==> config.mk <==
export PLATFORM = sky130hd
export DESIGN_NAME = codec_op_sequencer_flat
export DESIGN_NICKNAME = d
export VERILOG_FILES = /design/src/rtl/codec_op_sequencer_if.sv /design/src/rtl/codec_op_sequencer.sv /design/src/flat_wrapper.sv
export SDC_FILE = /design/constraint.sdc
export NUM_CORES = 1
export LEC_CHECK = 0
export BUFFER_PORTS_ARGS = -buffer_cell sky130_fd_sc_hd__buf_2
export CAP_MARGIN = 20
export CORE_AREA = 2 2 115 117
export CTS_BUF_LIST = sky130_fd_sc_hd__clkbuf_8
export DETAILED_ROUTE_END_ITERATION = 7
export DIE_AREA = 0 0 117 119
export PLACE_DENSITY = 0.78
export SLEW_MARGIN = 20
export SYNTH_ARGS = -nofsm -noshare
export SYNTH_HDL_FRONTEND = slang
export SYNTH_SLANG_ARGS = --single-unit
==> constraint.sdc <==
create_clock -name clk -period 5.2 [get_ports clk]
set_input_delay 0.52 -clock clk [delete_from_list [all_inputs] [get_ports clk]]
set_output_delay 0.52 -clock clk [all_outputs]
set_load 0.01 [all_outputs]
==> src/rtl/codec_op_sequencer_if.sv <==
// APB slave port plus codec core control/status, bundled for the op sequencer.
// The sequencer uses the slave view; the fabric and core side use the master view.
interface codec_op_sequencer_if #(
  parameter int DATA_WIDTH      = 32,
  parameter int AMBA_ADDR_WIDTH = 32,
  parameter int AMBA_WORD       = 32
);
  logic [AMBA_ADDR_WIDTH-1:0] PADDR;
  logic                       PSEL;
  logic                       PENABLE;
  logic                       PWRITE;
  logic [AMBA_WORD-1:0]       PWDATA;
  logic [AMBA_WORD-1:0]       PRDATA;
  logic                       PSLVERR;

  logic                       core_start;
  logic [1:0]                 core_ctrl;
  logic [DATA_WIDTH-1:0]      core_data_in;
  logic [1:0]                 core_width;
  logic [DATA_WIDTH-1:0]      core_noise;
  logic                       core_done;
  logic [DATA_WIDTH-1:0]      core_data_out;
  logic [1:0]                 core_num_err;

  modport slave (
    input  PADDR, PSEL, PENABLE, PWRITE, PWDATA,
    output PRDATA, PSLVERR,
    output core_start, core_ctrl, core_data_in, core_width, core_noise,
    input  core_done, core_data_out, core_num_err
  );

  modport master (
    output PADDR, PSEL, PENABLE, PWRITE, PWDATA,
    input  PRDATA, PSLVERR,
    input  core_start, core_ctrl, core_data_in, core_width, core_noise,
    output core_done, core_data_out, core_num_err
  );
endinterface

==> src/rtl/codec_op_sequencer.sv <==
// APB-programmed launcher for one codec core operation: start pulse, wait with timeout,
// latch result. Zero-wait-state APB; writes while busy or CTRL=3 are refused with PSLVERR.
module codec_op_sequencer #(
  parameter int DATA_WIDTH      = 32,
  parameter int AMBA_ADDR_WIDTH = 32,
  parameter int AMBA_WORD       = 32,
  parameter int TIMEOUT_CYCLES  = 64
) (
  input  logic                  clk,
  input  logic                  rst,
  codec_op_sequencer_if.slave   bus,
  output logic [DATA_WIDTH-1:0] data_out,
  output logic [1:0]            num_of_errors,
  output logic                  operation_done,
  output logic                  busy
);

  typedef enum logic [1:0] {
    ST_IDLE  = 2'd0,
    ST_START = 2'd1,
    ST_WAIT  = 2'd2,
    ST_DONE  = 2'd3
  } state_t;

  localparam logic [9:0] TO_LAST = 10'(TIMEOUT_CYCLES - 1);

  state_t                state_q, state_d;
  logic [1:0]            ctrl_q, ctrl_d;
  logic [DATA_WIDTH-1:0] din_q, din_d;
  logic [1:0]            width_q, width_d;
  logic [DATA_WIDTH-1:0] noise_q, noise_d;
  logic [9:0]            cnt_q, cnt_d;
  logic [DATA_WIDTH-1:0] dout_q, dout_d;
  logic [1:0]            nerr_q, nerr_d;

  logic                  wr_en;
  logic                  wr_bad;
  logic                  wr_ok;
  logic                  launch;
  logic [1:0]            addr;
  logic [AMBA_WORD-1:0]  prdata;
  logic                  unused_bits;

  assign unused_bits = ^{bus.PADDR, bus.PWDATA};

  always_comb begin
    addr   = bus.PADDR[3:2];
    wr_en  = bus.PSEL & bus.PENABLE & bus.PWRITE;
    // Registers feed the core directly, so any write outside IDLE must be refused.
    wr_bad = wr_en & ((state_q != ST_IDLE) |
                      ((addr == 2'd0) & (bus.PWDATA[1:0] == 2'b11)));
    wr_ok  = wr_en & ~wr_bad;
    launch = wr_ok & (addr == 2'd0);

    prdata = '0;
    if (bus.PSEL && !bus.PWRITE) begin
      case (addr)
        2'd0:    prdata = AMBA_WORD'(ctrl_q);
        2'd1:    prdata = AMBA_WORD'(din_q);
        2'd2:    prdata = AMBA_WORD'(width_q);
        default: prdata = AMBA_WORD'(noise_q);
      endcase
    end
  end

  always_comb begin
    ctrl_d  = ctrl_q;
    din_d   = din_q;
    width_d = width_q;
    noise_d = noise_q;
    if (wr_ok) begin
      case (addr)
        2'd0:    ctrl_d  = bus.PWDATA[1:0];
        2'd1:    din_d   = bus.PWDATA[DATA_WIDTH-1:0];
        2'd2:    width_d = bus.PWDATA[1:0];
        default: noise_d = bus.PWDATA[DATA_WIDTH-1:0];
      endcase
    end
  end

  always_comb begin
    state_d = state_q;
    cnt_d   = cnt_q;
    dout_d  = dout_q;
    nerr_d  = nerr_q;
    case (state_q)
      ST_IDLE: begin
        if (launch) state_d = ST_START;
      end
      ST_START: begin
        cnt_d   = '0;
        state_d = ST_WAIT;
      end
      ST_WAIT: begin
        if (bus.core_done) begin
          state_d = ST_DONE;
          dout_d  = bus.core_data_out;
          // Encode has no error count; the core's value is meaningless there.
          nerr_d  = (ctrl_q == 2'd0) ? 2'b00 : bus.core_num_err;
        end else if (cnt_q == TO_LAST) begin
          state_d = ST_DONE;
          dout_d  = '0;
          nerr_d  = 2'b11;
        end else begin
          cnt_d = cnt_q + 10'd1;
        end
      end
      ST_DONE: begin
        state_d = ST_IDLE;
      end
      default: begin
        state_d = ST_IDLE;
      end
    endcase
  end

  always_ff @(posedge clk or negedge rst) begin
    if (!rst) begin
      state_q <= ST_IDLE;
      ctrl_q  <= '0;
      din_q   <= '0;
      width_q <= '0;
      noise_q <= '0;
      cnt_q   <= '0;
      dout_q  <= '0;
      nerr_q  <= '0;
    end else begin
      state_q <= state_d;
      ctrl_q  <= ctrl_d;
      din_q   <= din_d;
      width_q <= width_d;
      noise_q <= noise_d;
      cnt_q   <= cnt_d;
      dout_q  <= dout_d;
      nerr_q  <= nerr_d;
    end
  end

  assign bus.PRDATA       = prdata;
  assign bus.PSLVERR      = wr_bad;
  assign bus.core_start   = (state_q == ST_START);
  assign bus.core_ctrl    = ctrl_q;
  assign bus.core_data_in = din_q;
  assign bus.core_width   = width_q;
  assign bus.core_noise   = noise_q;

  assign data_out       = dout_q;
  assign num_of_errors  = nerr_q;
  assign operation_done = (state_q == ST_DONE);
  assign busy           = (state_q != ST_IDLE);

endmodule
==> src/flat_wrapper.sv <==
// flat-port wrapper written by rule: the top's interface ports become plain ports
module codec_op_sequencer_flat 
#(
  parameter int DATA_WIDTH      = 32,
  parameter int AMBA_ADDR_WIDTH = 32,
  parameter int AMBA_WORD       = 32,
  parameter int TIMEOUT_CYCLES  = 64
)
  (clk, rst, data_out, num_of_errors, operation_done, busy, bus_PADDR, bus_PSEL, bus_PENABLE, bus_PWRITE, bus_PWDATA, bus_PRDATA, bus_PSLVERR, bus_core_start, bus_core_ctrl, bus_core_data_in, bus_core_width, bus_core_noise, bus_core_done, bus_core_data_out, bus_core_num_err);
  codec_op_sequencer_if #(.DATA_WIDTH(DATA_WIDTH), .AMBA_ADDR_WIDTH(AMBA_ADDR_WIDTH), .AMBA_WORD(AMBA_WORD)) bus_i ();
  input  logic clk;
  input  logic rst;
  output logic [DATA_WIDTH-1:0] data_out;
  output logic [1:0] num_of_errors;
  output logic operation_done;
  output logic busy;
  input wire logic [$bits(bus_i.PADDR)-1:0] bus_PADDR;
  input wire logic [$bits(bus_i.PSEL)-1:0] bus_PSEL;
  input wire logic [$bits(bus_i.PENABLE)-1:0] bus_PENABLE;
  input wire logic [$bits(bus_i.PWRITE)-1:0] bus_PWRITE;
  input wire logic [$bits(bus_i.PWDATA)-1:0] bus_PWDATA;
  output wire logic [$bits(bus_i.PRDATA)-1:0] bus_PRDATA;
  output wire logic [$bits(bus_i.PSLVERR)-1:0] bus_PSLVERR;
  output wire logic [$bits(bus_i.core_start)-1:0] bus_core_start;
  output wire logic [$bits(bus_i.core_ctrl)-1:0] bus_core_ctrl;
  output wire logic [$bits(bus_i.core_data_in)-1:0] bus_core_data_in;
  output wire logic [$bits(bus_i.core_width)-1:0] bus_core_width;
  output wire logic [$bits(bus_i.core_noise)-1:0] bus_core_noise;
  input wire logic [$bits(bus_i.core_done)-1:0] bus_core_done;
  input wire logic [$bits(bus_i.core_data_out)-1:0] bus_core_data_out;
  input wire logic [$bits(bus_i.core_num_err)-1:0] bus_core_num_err;
  assign bus_i.PADDR = bus_PADDR;
  assign bus_i.PSEL = bus_PSEL;
  assign bus_i.PENABLE = bus_PENABLE;
  assign bus_i.PWRITE = bus_PWRITE;
  assign bus_i.PWDATA = bus_PWDATA;
  assign bus_PRDATA = bus_i.PRDATA;
  assign bus_PSLVERR = bus_i.PSLVERR;
  assign bus_core_start = bus_i.core_start;
  assign bus_core_ctrl = bus_i.core_ctrl;
  assign bus_core_data_in = bus_i.core_data_in;
  assign bus_core_width = bus_i.core_width;
  assign bus_core_noise = bus_i.core_noise;
  assign bus_i.core_done = bus_core_done;
  assign bus_i.core_data_out = bus_core_data_out;
  assign bus_i.core_num_err = bus_core_num_err;
  codec_op_sequencer #(.DATA_WIDTH(DATA_WIDTH), .AMBA_ADDR_WIDTH(AMBA_ADDR_WIDTH), .AMBA_WORD(AMBA_WORD), .TIMEOUT_CYCLES(TIMEOUT_CYCLES)) u_core (.clk(clk), .rst(rst), .bus(bus_i), .data_out(data_out), .num_of_errors(num_of_errors), .operation_done(operation_done), .busy(busy));
endmodule
==> results of run 1 <==
-- registers in the layout (all words and copies together) (netlist names) --
signal and cells:
u_core.num_of_errors 2, u_core.cnt_q 10, u_core.bus.core_noise 32, u_core.bus.core_data_in 32
u_core.bus.core_ctrl 2, u_core.bus.core_width 2, u_core.data_out 32, u_core.state_q 2
-- power groups by stage --
stage               logic, mW  registers (mW)  clock network, mW
global route             1.43            1.56              0.813
global placement         1.27            1.49                  0
floorplan               0.587            1.65                  0
CTS                      1.32            1.51              0.772
detailed placement       1.32            1.52                  0
finish                   1.30            1.51              0.745
-- cell families after synthesis --
family          share of synthesized area
simple gates                       0.0707
compound gates                     0.0960
mux                                 0.227
flops                               0.570
fa+ha+maj                          0.0150
buf+inv                            0.0217
-- layer usage --
| metal | vias up | share of wire | global-route usage |
|---|---|---|---|
| li1 | 1813 | - | - |
| met2 | 160 | 0.49 | 0.291 |
| met1 | 1919 | 0.41 | 0.200 |
| met4 | 0 | 0.018 | 0.0787 |
| met3 | 21 | 0.085 | 0.0733 |
| met5 | - | 0 | 0 |
-- worst max path at each step --
stage	start	end	cells past startpoint
CTS	bus_PADDR[3]	bus_PRDATA[0]	4
global placement	bus_PADDR[2]	bus_PRDATA[6]	4
detailed placement	bus_PADDR[3]	bus_PRDATA[0]	4
floorplan	bus_PADDR[3]	bus_PRDATA[21]	4
finish	bus_PADDR[3]	bus_PRDATA[0]	4
global route	u_core.state_q[0]	u_core.bus.core_data_in[23]	6
-- layout make-up --
cell class / instances / area [sq um]
Multi-Input combinational cell: 236 / 2070
Clock buffer: 21 / 289
Sequential cell: 114 / 2850
Fill cell: 1149 / 6250
Tap cell: 176 / 220
Timing Repair Buffer: 215 / 1100
Clock inverter: 11 / 72.6
Inverter: 7 / 26.3
-- stage by stage --
stage | instances | setup WS [ns] | hold slack (ns) | area, sq um
after floorplan | 377 | 3.13 | 0.224 | 5010
after global placement | 746 | 2.64 | 0.482 | 6230
after detailed placement | 748 | 2.59 | 0.487 | 6260
after CTS | 780 | 2.59 | 0.112 | 6620
after global routing | 780 | 2.51 | 0.144 | 6620
final | 780 | 2.60 | 0.105 | 6620
-- synth_stat cells (2+ instances only) --
library cell  count
mux2_2           68
a211o_1           5
clkbuf_1         11
and3_1            4
nor4_1            2
nor3b_1           2
nor3_1            4
a22oi_1           2
nand3_1           9
ha_1              6
a21oi_1           3
inv_1             7
dfrtp_1         114
buf_2             6
and3b_1           3
mux4_2            2
mux2i_1          31
o21ai_0           3
nand2_1          10
a22o_1           32
buf_1             3
nor2_1           33
and4_1            2
-- worst max-delay path, cell delays in order --
cell,delay (ns)
buf_2,0.80
mux4_2,0.44
and3b_1,0.17
buf_2,0.13
==> summary.txt, run 1 <==
outcome: finished clean
max-cap viol count: 0
core area: 12900 sq um
Tightest Pin Transition: 1.08 ns
fmax: 384 MHz
CTS root buf: clkbuf_8
all-layer global routing usage: 0.177
Clock Tree Buf Depth: 2
crit end category: output port
most frequent cells in the layout: 210 x buf_2, 114 x dfrtp_1, 68 x mux2_2
Clock Power Share: 0.209
commonest non-fill, non-tap cell in the layout: buf_2
Comb pwr share: 0.366
DR vias/cell: 5.02
die height: 119 um
crit path launch type: primary input
Pwr Total: 3.56 mW
area leader, netlist: dfrtp_1
largest net degree at the start of global routing: 60
Leakage Power: 3.63 nW
first-pass GRT wire length: 19000 um
kind of critical path: in2out
share of the synthesized area in the top cell type: 0.570
Vias: 3913
Routed Antenna Nets: 0
crit-path max FO: 36
vias in the first global route: 3953
synth top area cells: dfrtp_1 57%, mux2_2 15%, mux2i_1 6.2%, a22o_1 5.6%, nor2_1 2.5%
skew final: 0.00781 ns
detailed-router iteration count before antenna repair: 4
I/O Pins: 242
Hold WC Path Type: in2async
Clock Sink Count: 114
routed length per placed instance: 15.5 um
share of cells above drive strength 1: 0.526
Final TNS setup: 0 ns
starting density of the core: 0.389
Int Pwr: 2.33 mW
Post-Syn Area: 5010 sq um
post-route core utilization: 0.514
Worst EP required: 4.68 ns
Setup Fix Bufs, Post-CTS: 0
DP HPWL: 8540 um
post-layout min period: 2.60 ns
sequential share of the synthesized area: 0.570
CTS clk-pin slew, worst paths: 0.06 ns
antenna cells: 0
Post-synth top flop: dfrtp_1
Final Slew Violations: 0
Yosys warnings: 0
Critical R2R Capture: u_core.bus.core_data_in[23]
Site Rows: 42
Post-Syn Instances: 377
register share of total power: 0.424
cts hold-fix bufs: 0
RSZ-0062 raised after global routing: no
final hold violations: 0
FFs w/ async S/R, synth: 1.00
Yosys reg bits: 114
R2R Setup Slk: 2.69 ns
Finish-stage setup viols: 0
die area: 13900 sq um
distinct cell type count after synthesis: 38
Post-synth EDFFs: 0
DIE WIDTH: 117 um
initial detailed-routing violation count: 146
worst vdd ir: 244 uV
R2R cell count: 6
Placer Congestion: 0.796
Total Wirelength: 12100 um
crit path DAT: 2.08 ns
layout overhead on the synthesized area: 32.3%
Switch Pwr: 1.23 mW
H-tree depth: 4
number of I/O port buffers: 211
antenna violations before repair: 1
launch point of the worst reg-to-reg path: u_core.state_q[0]
Sw Share: 0.346
Remaining DRCs: 0
cts bufs inserted: 17
max_slew headroom: 0.281
Syn Area/Cell: 13.3 sq um
gr ovfl total: 0
Synth Net Count: 487
PwrDens: 537 nW/um^2
# resized after CTS: 0
CTS tree: yes
latest clock arrival within the worst-skew pair: 0.43 ns
Final period util: 0.501
nets: 701
Note: power is estimated with default switching activity, not from simulation.
==> run 2: changes to the inputs <==
Settings changed: PLACE_DENSITY 0.78 to 0.81.
Clock period 5.2 ns to 2.35 ns, I/O delays scaled along.
==> run 2 against run 1 <==
Net effect: cell count grew 0.51%; largest cell class unchanged; clock power grew 130%; cell area is 0.93% higher; sequential cell count is the same; sequential share of layout area down 0.39 points; die area did not move; non-clock buffer count grew 6; setup slack lost 2.3 ns; critical path type is now reg2reg; global-route usage shrank 0.39 points; power increased by 120%; via count up 0.43%.
==> summary.txt, run 2 (synthesis gave the netlist of run 1 again) <==
first-pass GRT wire length: 18500 um
CTS tree: yes
Critical Path, Cell by Cell: inv_1 -> ha_1 -> and4_1 -> nand2_1 -> nor2_2 -> buf_4 -> mux2_2
layout overhead on the synthesized area: 33.5%
CTS root buf: clkbuf_8
largest net degree at the start of global routing: 57
Sw Share: 0.339
CP Buf/Inv Count: 2
gr ovfl total: 0
Comb pwr share: 0.364
Placer Congestion: 0.802
crit-path max FO: 20
Vias: 3930
antenna violations before repair: 0
cell family contributing the most delay on the critical path: simple AND/OR/NAND/NOR gates
Final Slew Violations: 0
Setup Fix Bufs, Post-CTS: 0
final instance area: 6690 sq um
post-layout min period: 2.06 ns
die height: 119 um
Final period util: 0.877
Clock Sink Count: 114
Finish-stage setup viols: 0
routed length per placed instance: 15.3 um
number of I/O port buffers: 211
core area: 12900 sq um
met2 wire length: 5980 um
Total Wirelength: 12000 um
cts bufs inserted: 17
antenna cells: 0
skew final: 0.0111 ns
nets: 707
crit path launch type: flop
all-layer global routing usage: 0.173
Int Pwr: 5.23 mW
kind of critical path: reg2reg
Leakage Power: 3.67 nW
slowest cell delay on critical path: 0.40 ns
Remaining DRCs: 0
starting density of the core: 0.389
Final TNS setup: 0 ns
Routed Antenna Nets: 0
I/O Pins: 242
slowest CP cell: dfrtp_1
die area: 13900 sq um
commonest non-fill, non-tap cell in the layout: buf_2
share of cells above drive strength 1: 0.531
Hold WC Path Type: in2reg
DP HPWL: 8730 um
vias in the first global route: 3916
Worst EP required: 2.65 ns
DR vias/cell: 5.01
Switch Pwr: 2.69 mW
PwrDens: 1180 nW/um^2
outcome: finished clean
max-cap viol count: 0
Clock Tree Buf Depth: 2
crit end category: flop
met3 wire length: 1020 um
fmax: 485 MHz
max_slew headroom: 0.603
worst vdd ir: 743 uV
uppermost layer routed: met4
Tightest Pin Transition: 0.596 ns
R2R Setup Slk: 0.29 ns
register share of total power: 0.421
Clock Power Share: 0.215
most frequent cells in the layout: 210 x buf_2, 114 x dfrtp_1, 68 x mux2_2
post-route core utilization: 0.519
Site Rows: 42
initial detailed-routing violation count: 117
latest clock arrival within the worst-skew pair: 0.42 ns
final hold violations: 0
H-tree depth: 4
Post-DP Area: 6300 sq um
RSZ-0062 raised after global routing: no
detailed-router iteration count before antenna repair: 4
crit path DAT: 2.36 ns
metal1 wirelength: 4860 um
CTS clk-pin slew, worst paths: 0.06 ns
DIE WIDTH: 117 um
[run 2: layer usage]
layer  track usage  vias to the layer above
met5             0                        -
met4        0.0574                        0
met3        0.0748                       14
met2         0.303                      160
met1         0.185                     1940
li1              -                     1816
[run 2: path summary, 6_finish.rpt]
check | from | endpoint | cells after the start
setup / recovery | u_core.state_q[0] | u_core.bus.core_data_in[2] | 7
hold / removal | bus_core_data_out[0] | u_core.data_out[0] | 2
setup reg to reg | u_core.state_q[0] | u_core.bus.core_data_in[2] | 7
hold reg to reg | u_core.data_out[18] | u_core.data_out[18] | 1
max in group asynchronous | rst | u_core.bus.core_data_in[16] | 3
min in group asynchronous | rst | u_core.cnt_q[6] | 2
[run 2: repair_timing]
| item | 4_1_cts | 5_1_grt |
|---|---|---|
| hold buffers | 1 | 0 |
| gates resized for setup | 0 | 0 |
| hold endpoints to repair | 45 | 0 |
[run 2: area by class of cell]
class | count | area, sq um
fill | 1100 | 6190
sequential | 114 | 2850
multi-input combinational | 236 | 2050
timing repair buffer | 221 | 1160
clock buffer | 20 | 275
tap | 176 | 220
clock inverter | 10 | 95.1
inverter | 7 | 26.3
[run 2: power groups by stage]
stage,clock network (mW),logic [mW],registers (mW)
2_1_floorplan,0,1.30,3.66
3_3_place_gp,0,2.82,3.30
3_5_place_dp,0,2.90,3.37
4_1_cts,1.76,2.92,3.34
5_1_grt,1.86,3.16,3.45
6_report,1.70,2.88,3.33
[run 2: stage by stage]
stage	power, mW	hold slack (ns)	setup WS [ns]	cells
after floorplan	4.96	-0.0606	0.425	377
after global placement	6.12	0.278	0.339	753
after detailed placement	6.27	0.281	0.282	753
after CTS	8.02	0.00151	0.282	784
after global routing	8.47	0.00115	0.133	784
final	7.92	0.0373	0.290	784
[run 2: worst reg2reg max path, cell delays in order (launching register included)]
cell	delay [ns]
dfrtp_1	0.40
inv_1	0.13
ha_1	0.25
and4_1	0.28
nand2_1	0.08
nor2_2	0.11
buf_4	0.31
mux2_2	0.38
==> run 3: changes to the inputs <==
Settings changed: ABC_CLOCK_PERIOD_IN_PS from default to 2350, BUFFER_PORTS_ARGS -buffer_cell sky130_fd_sc_hd__buf_2 to default, DONT_BUFFER_PORTS from default to 1, PLACE_DENSITY 0.81 to 0.64.
==> run 3 against run 2 <==
Net effect: the run now ends with hold timing left; setup slack better by 0.032 ns; via count down 13%; register-to-register slack gained 0.03 ns; combinational power down 44%.
==> summary.txt, run 3 (synthesis gave the netlist of run 1 again) <==
outcome: complete, but fails checks
failing checks: hold timing
core area: 12900 sq um
Leakage Power: 2.95 nW
Tightest Pin Transition: 0.490 ns
Site Rows: 42
starting density of the core: 0.389
commonest non-fill, non-tap cell in the layout: dfrtp_1
DR vias/cell: 5.35
worst hold slack: -0.509 ns
fillers: 1125
final hold violations: 114
CTS root buf: clkbuf_8
Register Area: 2850 sq um
Setup Fix Bufs, Post-CTS: 0
most frequent cells in the layout: 114 x dfrtp_1, 68 x mux2_2, 66 x dlygate4sd3_1
Final TNS setup: 0 ns
CTS tree: yes
latest clock arrival within the worst-skew pair: 0.44 ns
first-pass GRT wire length: 17800 um
crit-path max FO: 9
CTS clk-pin slew, worst paths: 0.07 ns
nets: 559
area of the multi-input gates: 2050 sq um
Hold WC Path Type: in2async
routed length per placed instance: 18.3 um
die height: 119 um
antenna cells: 0
largest net degree at the start of global routing: 115
max_slew headroom: 0.673
Placer Congestion: 0.781
number of I/O port buffers: 0
Total Wirelength: 11700 um
layout overhead on the synthesized area: 26.2%
kind of critical path: reg2reg
PwrDens: 1180 nW/um^2
post-layout min period: 2.03 ns
DP HPWL: 7380 um
vias in the first global route: 3485
all-layer global routing usage: 0.168
RSZ-0062 raised after global routing: no
initial detailed-routing violation count: 124
Clock Tree Buf Depth: 2
Clock Sink Count: 114
die area: 13900 sq um
Final period util: 0.863
fmax: 493 MHz
final instance area: 6320 sq um
Pwr Total: 7.45 mW
slowest CP cell: or4_4
crit path DAT: 2.40 ns
Worst EP required: 2.73 ns
Vias: 3411
antenna violations before repair: 0
Post-DP Area: 5230 sq um
worst vdd ir: 585 uV
slowest cell delay on critical path: 0.59 ns
crit path launch type: flop
CP Buf/Inv Count: 0
Remaining DRCs: 0
Final Slew Violations: 0
Routed Antenna Nets: 0
share of cells above drive strength 1: 0.251
max-cap viol count: 0
gr ovfl total: 0
cts hold-fix bufs: 66
Finish-stage setup viols: 0
cell family contributing the most delay on the critical path: compound AO/OA/AOI/OAI gates
detailed-router iteration count before antenna repair: 4
# resized after CTS: 0
DIE WIDTH: 117 um
cts bufs inserted: 17
Critical Path, Cell by Cell: or4_4 -> o311a_4 -> a21oi_1 -> a211o_1
crit end category: flop
launch point of the worst reg-to-reg path: u_core.cnt_q[7]
H-tree depth: 4
worst setup path start: u_core.cnt_q[7]
I/O Pins: 242
skew final: 0.00695 ns
## run 3: final timing paths
kind                                            end  slack, ns  cells past startpoint
max                                 u_core.cnt_q[2]       0.32                      4
min                             u_core.data_out[11]      -0.51                      0
max reg2reg                         u_core.cnt_q[2]       0.32                      4
min reg2reg                         u_core.cnt_q[4]       0.50                      1
max in group asynchronous  u_core.bus.core_width[0]       2.64                      0
min in group clk                    u_core.cnt_q[6]       0.18                      3
## run 3: layout make-up
type,instances,area share
sequential,114,0.451
multi-input combinational,236,0.325
timing repair buffer,73,0.117
clock buffer,18,0.0392
tap,176,0.0349
clock inverter,14,0.0283
inverter,7,0.00416
## run 3: power by group
group	internal [mW]	total (mW)	switching [mW]
combinational	0.951	1.61	0.661
sequential	2.77	3.89	1.12
clock	1.09	1.95	0.857
## run 3: metrics by stage
| step | worst slack (ns) | utilization | cells |
|---|---|---|---|
| final | 0.321 | 0.491 | 638 |
| after global routing | 0.226 | 0.491 | 638 |
| after CTS | 0.301 | 0.491 | 638 |
| after detailed placement | 0.318 | 0.406 | 540 |
| after global placement | 0.360 | 0.406 | 540 |
| after floorplan | 0.425 | - | 377 |
## run 3: worst register-to-register path, stage by stage, from the launching register on
cell and delay [ns]:
dfrtp_1 0.43, or4_4 0.59, o311a_4 0.37, a21oi_1 0.38, a211o_1 0.20
## run 3: routing by layer
layer	part of all wire	routed length (um)	track usage	up-vias
met5	0	0	0	-
met4	0.015	174	0.0721	0
met3	0.10	1220	0.0804	13
met2	0.47	5490	0.268	181
met1	0.41	4780	0.190	1686
li1	-	-	-	1531
